File: src/rtl/unpad_pkg.sv
// Purpose: shared types and helpers for the 10* padding stripper.
// Latency: n/a (package only).
// Backpressure: n/a (package only).
//
// Contents: nbw() sizes the valid-bit count field; unpad_state_t tracks
// whether the stream is inside a multi-block message.
package unpad_pkg;

  typedef enum logic {
    IDLE = 1'b0,
    BODY = 1'b1
  } unpad_state_t;

  // Width needed to hold a bit count in the range 0..iwidth inclusive.
  function automatic int nbw(input int iwidth);
    return $clog2(iwidth + 1);
  endfunction

endpackage

File: src/rtl/unpad_msb_find.sv
// Purpose: combinational highest-set-bit priority encoder.
// Latency: 0 cycles (pure combinational).
// Backpressure: none; no handshake, output follows input.
//
// Ports:
//   in_i    [IWIDTH-1:0]  word to search
//   idx_o   [NBW-1:0]     index of the highest set bit (0 when in_i is zero)
//   found_o               at least one bit of in_i is set
module unpad_msb_find
  import unpad_pkg::*;
#(
  parameter  int IWIDTH = 64,
  localparam int NBW    = nbw(IWIDTH)
) (
  input  logic [IWIDTH-1:0] in_i,
  output logic [NBW-1:0]    idx_o,
  output logic              found_o
);

  // Ascending scan: the last set bit seen wins, giving the highest index.
  always_comb begin
    idx_o = '0;
    for (int i = 0; i < IWIDTH; i++) begin
      if (in_i[i]) begin
        idx_o = NBW'(i);
      end
    end
  end

  assign found_o = |in_i;

endmodule

File: src/rtl/unpad_stream.sv
// Purpose: strip 10* padding from the final block of each message; body blocks pass through.
// Latency: 1 cycle from input transfer to out_valid.
// Backpressure: in_ready = !out_valid || out_ready; a stalled output holds all out_* stable.
//
// Ports:
//   clk, rst                   clock, synchronous active-high reset
//   in_valid/in_ready          input handshake
//   in_data [IWIDTH-1:0]       padded block
//   in_last                    block is the final block of a message
//   out_valid/out_ready        output handshake
//   out_data [IWIDTH-1:0]      block with the marker and everything above it cleared
//   out_nbits [NBW-1:0]        valid data bits in out_data
//   out_last                   final beat of a message
//   out_err                    final block carried no padding marker
//   out_msgbits [LENW-1:0]     total message bits on the out_last beat
//                              (present only with UNPAD_LENCNT_EN defined)
// Build option: define UNPAD_LENCNT_EN to add the message-length counter,
// the IDLE/BODY tracker, the LENW parameter and the out_msgbits port.
module unpad_stream
  import unpad_pkg::*;
#(
  parameter  int IWIDTH = 64,
`ifdef UNPAD_LENCNT_EN
  parameter  int LENW   = 32,
`endif
  localparam int NBW    = nbw(IWIDTH)
) (
  input  logic              clk,
  input  logic              rst,
  input  logic              in_valid,
  output logic              in_ready,
  input  logic [IWIDTH-1:0] in_data,
  input  logic              in_last,
  output logic              out_valid,
  input  logic              out_ready,
  output logic [IWIDTH-1:0] out_data,
  output logic [NBW-1:0]    out_nbits,
  output logic              out_last,
`ifdef UNPAD_LENCNT_EN
  output logic [LENW-1:0]   out_msgbits,
`endif
  output logic              out_err
);

  logic [NBW-1:0]    msb_idx;
  logic              msb_found;
  logic              in_xfer;

  logic              valid_q, valid_d;
  logic [IWIDTH-1:0] data_q, data_d;
  logic [NBW-1:0]    nbits_q, nbits_d;
  logic              last_q, last_d;
  logic              err_q, err_d;

  unpad_msb_find #(.IWIDTH(IWIDTH)) u_msb_find (
    .in_i    (in_data),
    .idx_o   (msb_idx),
    .found_o (msb_found)
  );

  assign in_ready = !valid_q || out_ready;
  assign in_xfer  = in_valid && in_ready;

  always_comb begin
    last_d  = in_last;
    data_d  = in_data;
    nbits_d = NBW'(IWIDTH);
    err_d   = 1'b0;
    if (in_last) begin
      // Keep only bits below the marker. An all-zero block yields idx 0,
      // which also clears everything and reports zero data bits.
      data_d  = in_data & ~({IWIDTH{1'b1}} << msb_idx);
      nbits_d = msb_idx;
      err_d   = !msb_found;
    end
  end

  // A new beat loads whenever the slot is free or draining this cycle;
  // otherwise the slot empties once the sink takes it.
  always_comb begin
    valid_d = valid_q;
    if (in_xfer) begin
      valid_d = 1'b1;
    end else if (out_ready) begin
      valid_d = 1'b0;
    end
  end

  always_ff @(posedge clk) begin
    if (rst) begin
      valid_q <= 1'b0;
      data_q  <= '0;
      nbits_q <= '0;
      last_q  <= 1'b0;
      err_q   <= 1'b0;
    end else begin
      valid_q <= valid_d;
      if (in_xfer) begin
        data_q  <= data_d;
        nbits_q <= nbits_d;
        last_q  <= last_d;
        err_q   <= err_d;
      end
    end
  end

  assign out_valid = valid_q;
  assign out_data  = data_q;
  assign out_nbits = nbits_q;
  assign out_last  = last_q;
  assign out_err   = err_q;

`ifdef UNPAD_LENCNT_EN
  unpad_state_t    state_q;
  logic [LENW-1:0] cnt_q;
  logic [LENW-1:0] msgbits_q;
  logic [LENW-1:0] sum_d;

  // The first block of a message starts the total from zero.
  assign sum_d = ((state_q == IDLE) ? '0 : cnt_q) + LENW'(nbits_d);

  always_ff @(posedge clk) begin
    if (rst) begin
      state_q   <= IDLE;
      cnt_q     <= '0;
      msgbits_q <= '0;
    end else if (in_xfer) begin
      if (in_last) begin
        state_q   <= IDLE;
        cnt_q     <= '0;
        msgbits_q <= sum_d;
      end else begin
        state_q   <= BODY;
        cnt_q     <= sum_d;
        msgbits_q <= '0;
      end
    end
  end

  assign out_msgbits = msgbits_q;
`endif

endmodule

File: config.mk
export PLATFORM = sky130hd
export DESIGN_NAME = unpad_stream
export DESIGN_NICKNAME = d
export VERILOG_FILES = /design/src/rtl/unpad_pkg.sv /design/src/rtl/unpad_msb_find.sv /design/src/rtl/unpad_stream.sv
export SDC_FILE = /design/constraint.sdc
export NUM_CORES = 1
export LEC_CHECK = 0
export ABC_AREA = 0
export ABC_CLOCK_PERIOD_IN_PS = 3100
export CAP_MARGIN = 10
export CELL_PAD_IN_SITES_DETAIL_PLACEMENT = 1
export CELL_PAD_IN_SITES_GLOBAL_PLACEMENT = 1
export CORE_MARGIN = 3
export CORE_UTILIZATION = 32
export DETAILED_ROUTE_END_ITERATION = 8
export PLACE_DENSITY = 0.78
export SLEW_MARGIN = 20
export SYNTH_ARGS = -nofsm -noshare
export SYNTH_HDL_FRONTEND = slang
export SYNTH_SLANG_ARGS = --single-unit
File: constraint.sdc
create_clock -name clk -period 3.1 [get_ports clk]
set_clock_uncertainty 0.15 [all_clocks]
set_input_delay 0.62 -clock clk [delete_from_list [all_inputs] [get_ports clk]]
set_output_delay 0.62 -clock clk [all_outputs]
set_load 0.05 [all_outputs]
* Word level (Yosys, flattened, before mapping)
Cells that the tools add are included.
** Word-level totals
- Bits in registers :: 74
- Input port bits :: 69
- Output and inout bits :: 75
- Logic and storage cells :: 82
** Cells by class
- Shifts and indexed selects :: 1
- Mux-type cells :: 68
- Bitwise logic cells :: 2
- Reductions and logical operators :: 6
** Operators by type and width (number)
- $mux 6 :: 32
- $mux 5 :: 16
- $and 64x64->64 :: 1
- $mux 64 :: 1
- $not 64->64 :: 1
- $reduce_or 64->1 :: 1
- $shl 64x7->64 const A :: 1
- $mux 4 :: 8
- $mux 3 :: 4
- $mux 7 :: 1
- $mux 1 :: 4
- $mux 2 :: 2
- $logic_not 1->1 :: 2
- $reduce_bool 2->1 :: 1
- $logic_and 1x1->1 :: 1
- $logic_or 1x1->1 :: 1

* Logic depth before layout (Yosys ltp)
- Depth after elaboration :: 67
- Gate-level depth with buffers :: 9
- Depth with buffers taken out :: 7

* Cells and area by module
Synthesis repeated with hierarchy kept, for this count alone.
** Second synthesis, totals
- Cells, all modules :: 538
- Area, all modules :: 4012.6 µm²
** Modules (own cells, without submodules)
- unpad_stream :: instances 1, cells each 390, area an instance 3149.3 µm², seq. area each 1481.4 µm²
- unpad_msb_find :: instances 1, cells each 148, area an instance 863.3 µm², seq. area each 0.0 µm²

* Worst setup path before layout
No wires, ideal clock.
- Path kind :: input to register
- Start point :: in in_data[9]
- End point :: reg data_q[1], in the netlist out_data[1]
- Library setup time :: 117 ps
- Arrival time :: 2594 ps
- Data required time :: 2833 ps
- Slack :: 239 ps
- Cell stages on the path :: 8
- Path buffers :: 1
- Cell sequence :: or4_1 > o211ai_1 > a211oi_1 > or2_1 > buf_2 > or2_1 > or3_1 > a32o_1
** Between the ends
- Cells in the longest elaborated chain, start to end :: 59
** RTL lines
- from (decl) :: line unpad_stream.sv:32 : input logic [IWIDTH-1:0] in_data,
- $mux 4 (7 in a row) :: line unpad_msb_find.sv:24 : if (in_i[i]) begin
- $mux 5 (16 in a row) :: line unpad_msb_find.sv:24
- $mux 6 (32 in a row) :: line unpad_msb_find.sv:24
- $shl 64x7->64 :: line unpad_stream.sv:72 : data_d = in_data & ~({IWIDTH{1'b1}} << msb_idx);
- $not 64->64 :: line unpad_stream.sv:72
- $and 64x64->64 :: line unpad_stream.sv:72
- $mux 64 :: line unpad_stream.sv:69 : if (in_last) begin
- to (signal assigned) :: line unpad_stream.sv:99 : data_q <= data_d;
- to (decl) :: line unpad_stream.sv:50 : logic [IWIDTH-1:0] data_q, data_d;
No other way between the ends.
A chain may end at the register's enable or synchronous reset.

* Worst setup path after layout
- Start point :: in in_data[34]
- End point :: reg data_q[1], in the netlist out_data[1]
** Between the ends
- Cells in the longest elaborated chain, start to end :: 34
** RTL lines (line)
- $mux 6 (30 in a row) :: unpad_msb_find.sv:24
- $shl 64x7->64 :: unpad_stream.sv:72
- $not 64->64 :: unpad_stream.sv:72
- $and 64x64->64 :: unpad_stream.sv:72
- $mux 64 :: unpad_stream.sv:69
No other way between the ends.

==> impl_summary.log <==
INFO  metric layout_worst_path_cycle_share = 1.016
INFO  metric hold_start = out_data[11]
INFO  metric grt_pass1_vias = 5906
INFO  metric post_synth_instance_area = 0.003919 mm2
INFO  metric maxCapViolCount = 0
INFO  metric clkPwrFrac = 0.386
INFO  metric grt_setup_unrepaired = yes
INFO  metric power_density = 434.3 mW/mm2
INFO  metric die_area = 0.01361 mm2
INFO  metric via_per_inst = 5.973
INFO  metric critical_path_peak_fanout = 5
INFO  metric worst-endpoint-required = 3.19 ns
INFO  metric internal_power = 2.163 mW
INFO  metric timing.critical_path.from_type = input port
INFO  metric cp_common_cell = sky130_fd_sc_hd__buf_4
INFO  metric setup_violations = 6
INFO  metric fin_total_pwr = around 3.2 mW
INFO  metric detail_route.first_pass.iterations = 5
INFO  metric failing_checks = setup timing
INFO  metric number_of_fill_cells = 1375
INFO  metric drt-total-wl = around 23000 um
INFO  metric clkTransAtPathRegs = 0.07 ns
INFO  metric worstHoldPathCells = 2
INFO  metric outcome = finished, violations left
INFO  metric initialDrtViolationCount = 535
INFO  metric layout.cell_area.non_filler = 0.007368 mm2
INFO  metric worst_r2r_endpoint = out_data[26]
INFO  metric setup.reg_to_reg.worst_slack = 0.96 ns
INFO  metric share_of_post_route_cells_with_drive_strength_above_1 = 0.3031
INFO  metric synthToLayoutAreaGrowth = 88.03%
INFO  metric setup_ws = -0.05018 ns
INFO  metric initial_core_util = 0.3346
INFO  metric grt_antenna_before_repair = 0
INFO  metric routedWlPerCell = 24.61 um
INFO  metric number_of_flops_mapped_to_enable_cells_by_yosys = 0
INFO  metric period_minus_slack = approximately 3.2 ns
INFO  metric min_to = out_data[11]
INFO  metric cts_tree = built
INFO  metric cts_buffer_count = 9
INFO  metric tightest_slew = 0.6315 ns
INFO  metric htree_levels = 3
INFO  metric yosys_warnings = 0
INFO  metric maximum_number_of_pins_on_one_net_before_global_route_repair = about 40
INFO  metric path_buf_inv = 3
INFO  metric number_of_storage_elements_in_the_synthesis_netlist = 74
INFO  metric postSynth.asyncResetShare = 0
INFO  metric finalHoldViolations = 0
INFO  metric hold-worst-slack = 0.3070 ns
INFO  metric power.share.sequential = 0.331
INFO  metric worst_skew_pair.late_latency = 0.34 ns
INFO  metric timing.critical_path.cells = clkdlybuf4s50_1 -> nor4_2 -> buf_4 -> nand4_1 -> buf_4 -> nor2_4 -> nand3_2 -> or2_1 -> or3_1 -> a32o_1
INFO  metric wire_length_of_the_first_global_routing_pass = between 30000 and 40000 um
INFO  metric placement.io_buffers = around 140
INFO  metric global_route.usage.total = 0.3266
INFO  metric power.leakage = between 3 and 4 nW
INFO  metric chipHeight = about 120 um
INFO  metric hpwlAfterDp = 17070 um
INFO  metric post-route-util = 0.6292
INFO  metric vias = between 5000 and 6000
INFO  metric switching_share_of_power = 0.3240
INFO  metric dpl-instance-area = 0.006635 mm2
INFO  metric cpPeakStageDelay = 0.53 ns
INFO  metric clock-root-buffer = sky130_fd_sc_hd__clkbuf_16
INFO  metric number_of_sinks_driven_by_the_clock_tree = 74
INFO  metric instance_count_of_the_mapped_netlist = 495
INFO  metric synth_fp_nets = roughly 560
INFO  metric max-vdd-ir-drop = 317.3 uV
INFO  metric ant_nets = 0
INFO  metric tns = -0.1777 ns
INFO  metric critPathTopFamily = simple AND/OR/NAND/NOR gates
INFO  metric power.combinational.fraction = 0.283
INFO  metric floorplan.rows = 39
INFO  metric syn_area_per_cell = 7.917 um2
INFO  metric r2r_cells = 8
INFO  metric cts_max_path_buffers = 2
INFO  metric routabilityCongestion = 0.9601
INFO  metric insertedDiodeCount = 0
INFO  metric grt_overflow_total = 0
INFO  metric ctsHoldBuffers = 0
INFO  metric switching_component_of_the_power = 1.037 mW
INFO  metric design.portCount = approximately 140
INFO  metric cell_at_the_slowest_stage_of_the_critical_path = sky130_fd_sc_hd__clkdlybuf4s50_1
INFO  metric nNetsFinal = 860
INFO  metric synth.yosys.seq_area_share = 0.3780
INFO  metric commonest_non_fill_non_tap_cell_in_the_layout = sky130_fd_sc_hd__buf_4
INFO  metric most-common-layout-cells = sky130_fd_sc_hd__buf_4 (165), sky130_fd_sc_hd__clkdlybuf4s50_1 (120), sky130_fd_sc_hd__dfxtp_1 (74)
INFO  metric synth_cell_type_count = 63
INFO  metric die_extent_in_x = around 120 um
INFO  metric critical_path.reg2reg.startpoint = out_valid
INFO  metric timing_worst_setup_path_type = in2reg
INFO  metric design.core.area = between 0.01 and 0.015 mm2
INFO  metric critical_path.endpoint_type = register
INFO  metric drcViolationCount = 0
INFO  metric worstHoldPathType = reg2reg
INFO  metric final-max-slew-violation-count = 0
INFO  metric postSynth.topFlopCell = sky130_fd_sc_hd__dfxtp_1
INFO  metric relSlewSlack = 0.5775
INFO  metric achievable-frequency = 0.3174 GHz
INFO  metric worst-endpoint-arrival = roughly 3.2 ns
==> worst max path at each step <==
stage,from,end,slack (ns),cells after the start
floorplan,in_data[9],out_data[1],0.24,8
global placement,in_data[28],out_data[0],-0.67,9
detailed placement,in_data[13],out_data[0],-0.75,8
CTS,in_data[20],out_data[8],0.009,9
global route,in_data[34],out_data[16],-0.13,8
finish,in_data[34],out_data[1],-0.05,10
==> Yosys cell counts, types with 3 or more instances <==
| master | count | area, um2 |
|---|---|---|
| sky130_fd_sc_hd__nor2b_1 | 4 | 25.02 |
| sky130_fd_sc_hd__a32o_1 | 18 | 180.2 |
| sky130_fd_sc_hd__nor2_1 | 40 | 150.1 |
| sky130_fd_sc_hd__o211ai_1 | 10 | 75.07 |
| sky130_fd_sc_hd__o31ai_1 | 4 | 30.03 |
| sky130_fd_sc_hd__nor3_1 | 14 | 70.07 |
| sky130_fd_sc_hd__a32oi_1 | 11 | 96.34 |
| sky130_fd_sc_hd__or4_1 | 4 | 30.03 |
| sky130_fd_sc_hd__o21a_1 | 4 | 30.03 |
| sky130_fd_sc_hd__nand2_1 | 66 | 247.7 |
| sky130_fd_sc_hd__o21bai_1 | 3 | 22.52 |
| sky130_fd_sc_hd__a21oi_1 | 42 | 210.2 |
| sky130_fd_sc_hd__buf_1 | 3 | 11.26 |
| sky130_fd_sc_hd__a211oi_1 | 7 | 52.55 |
| sky130_fd_sc_hd__o21ai_0 | 24 | 120.1 |
| sky130_fd_sc_hd__inv_1 | 16 | 60.06 |
| sky130_fd_sc_hd__nor4_1 | 19 | 118.9 |
| sky130_fd_sc_hd__or2_1 | 3 | 18.77 |
| sky130_fd_sc_hd__or3_1 | 6 | 37.54 |
| sky130_fd_sc_hd__o311ai_0 | 4 | 35.03 |
| sky130_fd_sc_hd__and3_1 | 3 | 18.77 |
| sky130_fd_sc_hd__a41o_1 | 3 | 30.03 |
| sky130_fd_sc_hd__o41ai_1 | 3 | 26.28 |
| sky130_fd_sc_hd__dfxtp_1 | 74 | 1481 |
| sky130_fd_sc_hd__nand3_1 | 27 | 135.1 |
| sky130_fd_sc_hd__clkbuf_1 | 17 | 63.81 |
| sky130_fd_sc_hd__a22oi_1 | 5 | 37.54 |
| sky130_fd_sc_hd__nand2b_1 | 6 | 37.54 |
| sky130_fd_sc_hd__buf_2 | 3 | 15.01 |
| sky130_fd_sc_hd__nand4_1 | 9 | 56.30 |
==> flip-flops by register name, summed over array words and instances (netlist names) <==
signal and count:
out_data 64, out_last 1, out_valid 1, out_nbits 7, out_err 1
==> timing repair <==
action,4_1_cts,5_1_grt
pin swaps,5,22
setup buffers,2,6
endpoints found under the setup margin,31,48
gates resized for setup,28,56
==> worst min-delay path: stages (launching register included) <==
cell,delay [ns]
sky130_fd_sc_hd__dfxtp_1,0.31
sky130_fd_sc_hd__nand2_1,0.05
sky130_fd_sc_hd__a21oi_1,0.05
==> through the flow <==
step	cells	worst slack, ns
CTS	932	0.009117
global placement	915	-0.6654
finish	938	-0.05018
floorplan	495	0.2389
global route	938	-0.1322
detailed placement	915	-0.7466
==> cells by family after synthesis <==
family	synth area share
simple gates	0.2755
mux	0.002554
compound gates	0.2979
flops	0.3780
buf+inv	0.04598
==> power by group through the flow <==
stage               registers (mW)  logic (mW)  clock network [mW]
floorplan                     1.29       0.179                   0
global placement              1.07       0.847                   0
detailed placement            1.08       0.860                   0
CTS                           1.06       0.879                1.24
global route                  1.07       0.948                1.27
finish                        1.06       0.905                1.23
==> final cells by class <==
type	instances	area, um2	area share
timing repair buffer	311	2766	0.3754
tap	143	178.9	0.02428
clock buffer	9	225.2	0.03057
multi-input combinational	379	2541	0.3449
clock inverter	6	115.1	0.01562
inverter	16	60.06	0.008151
sequential	74	1481	0.2011
==> metal layers <==
layer	vias up	share of wire	global-route usage
met5	-	0	0
met4	0	0.046	0.1575
met3	63	0.074	0.05337
met2	294	0.49	0.5545
met1	2761	0.39	0.4020
li1	2485	-	-
No activity file was read; power rests on OpenSTA's default activity.
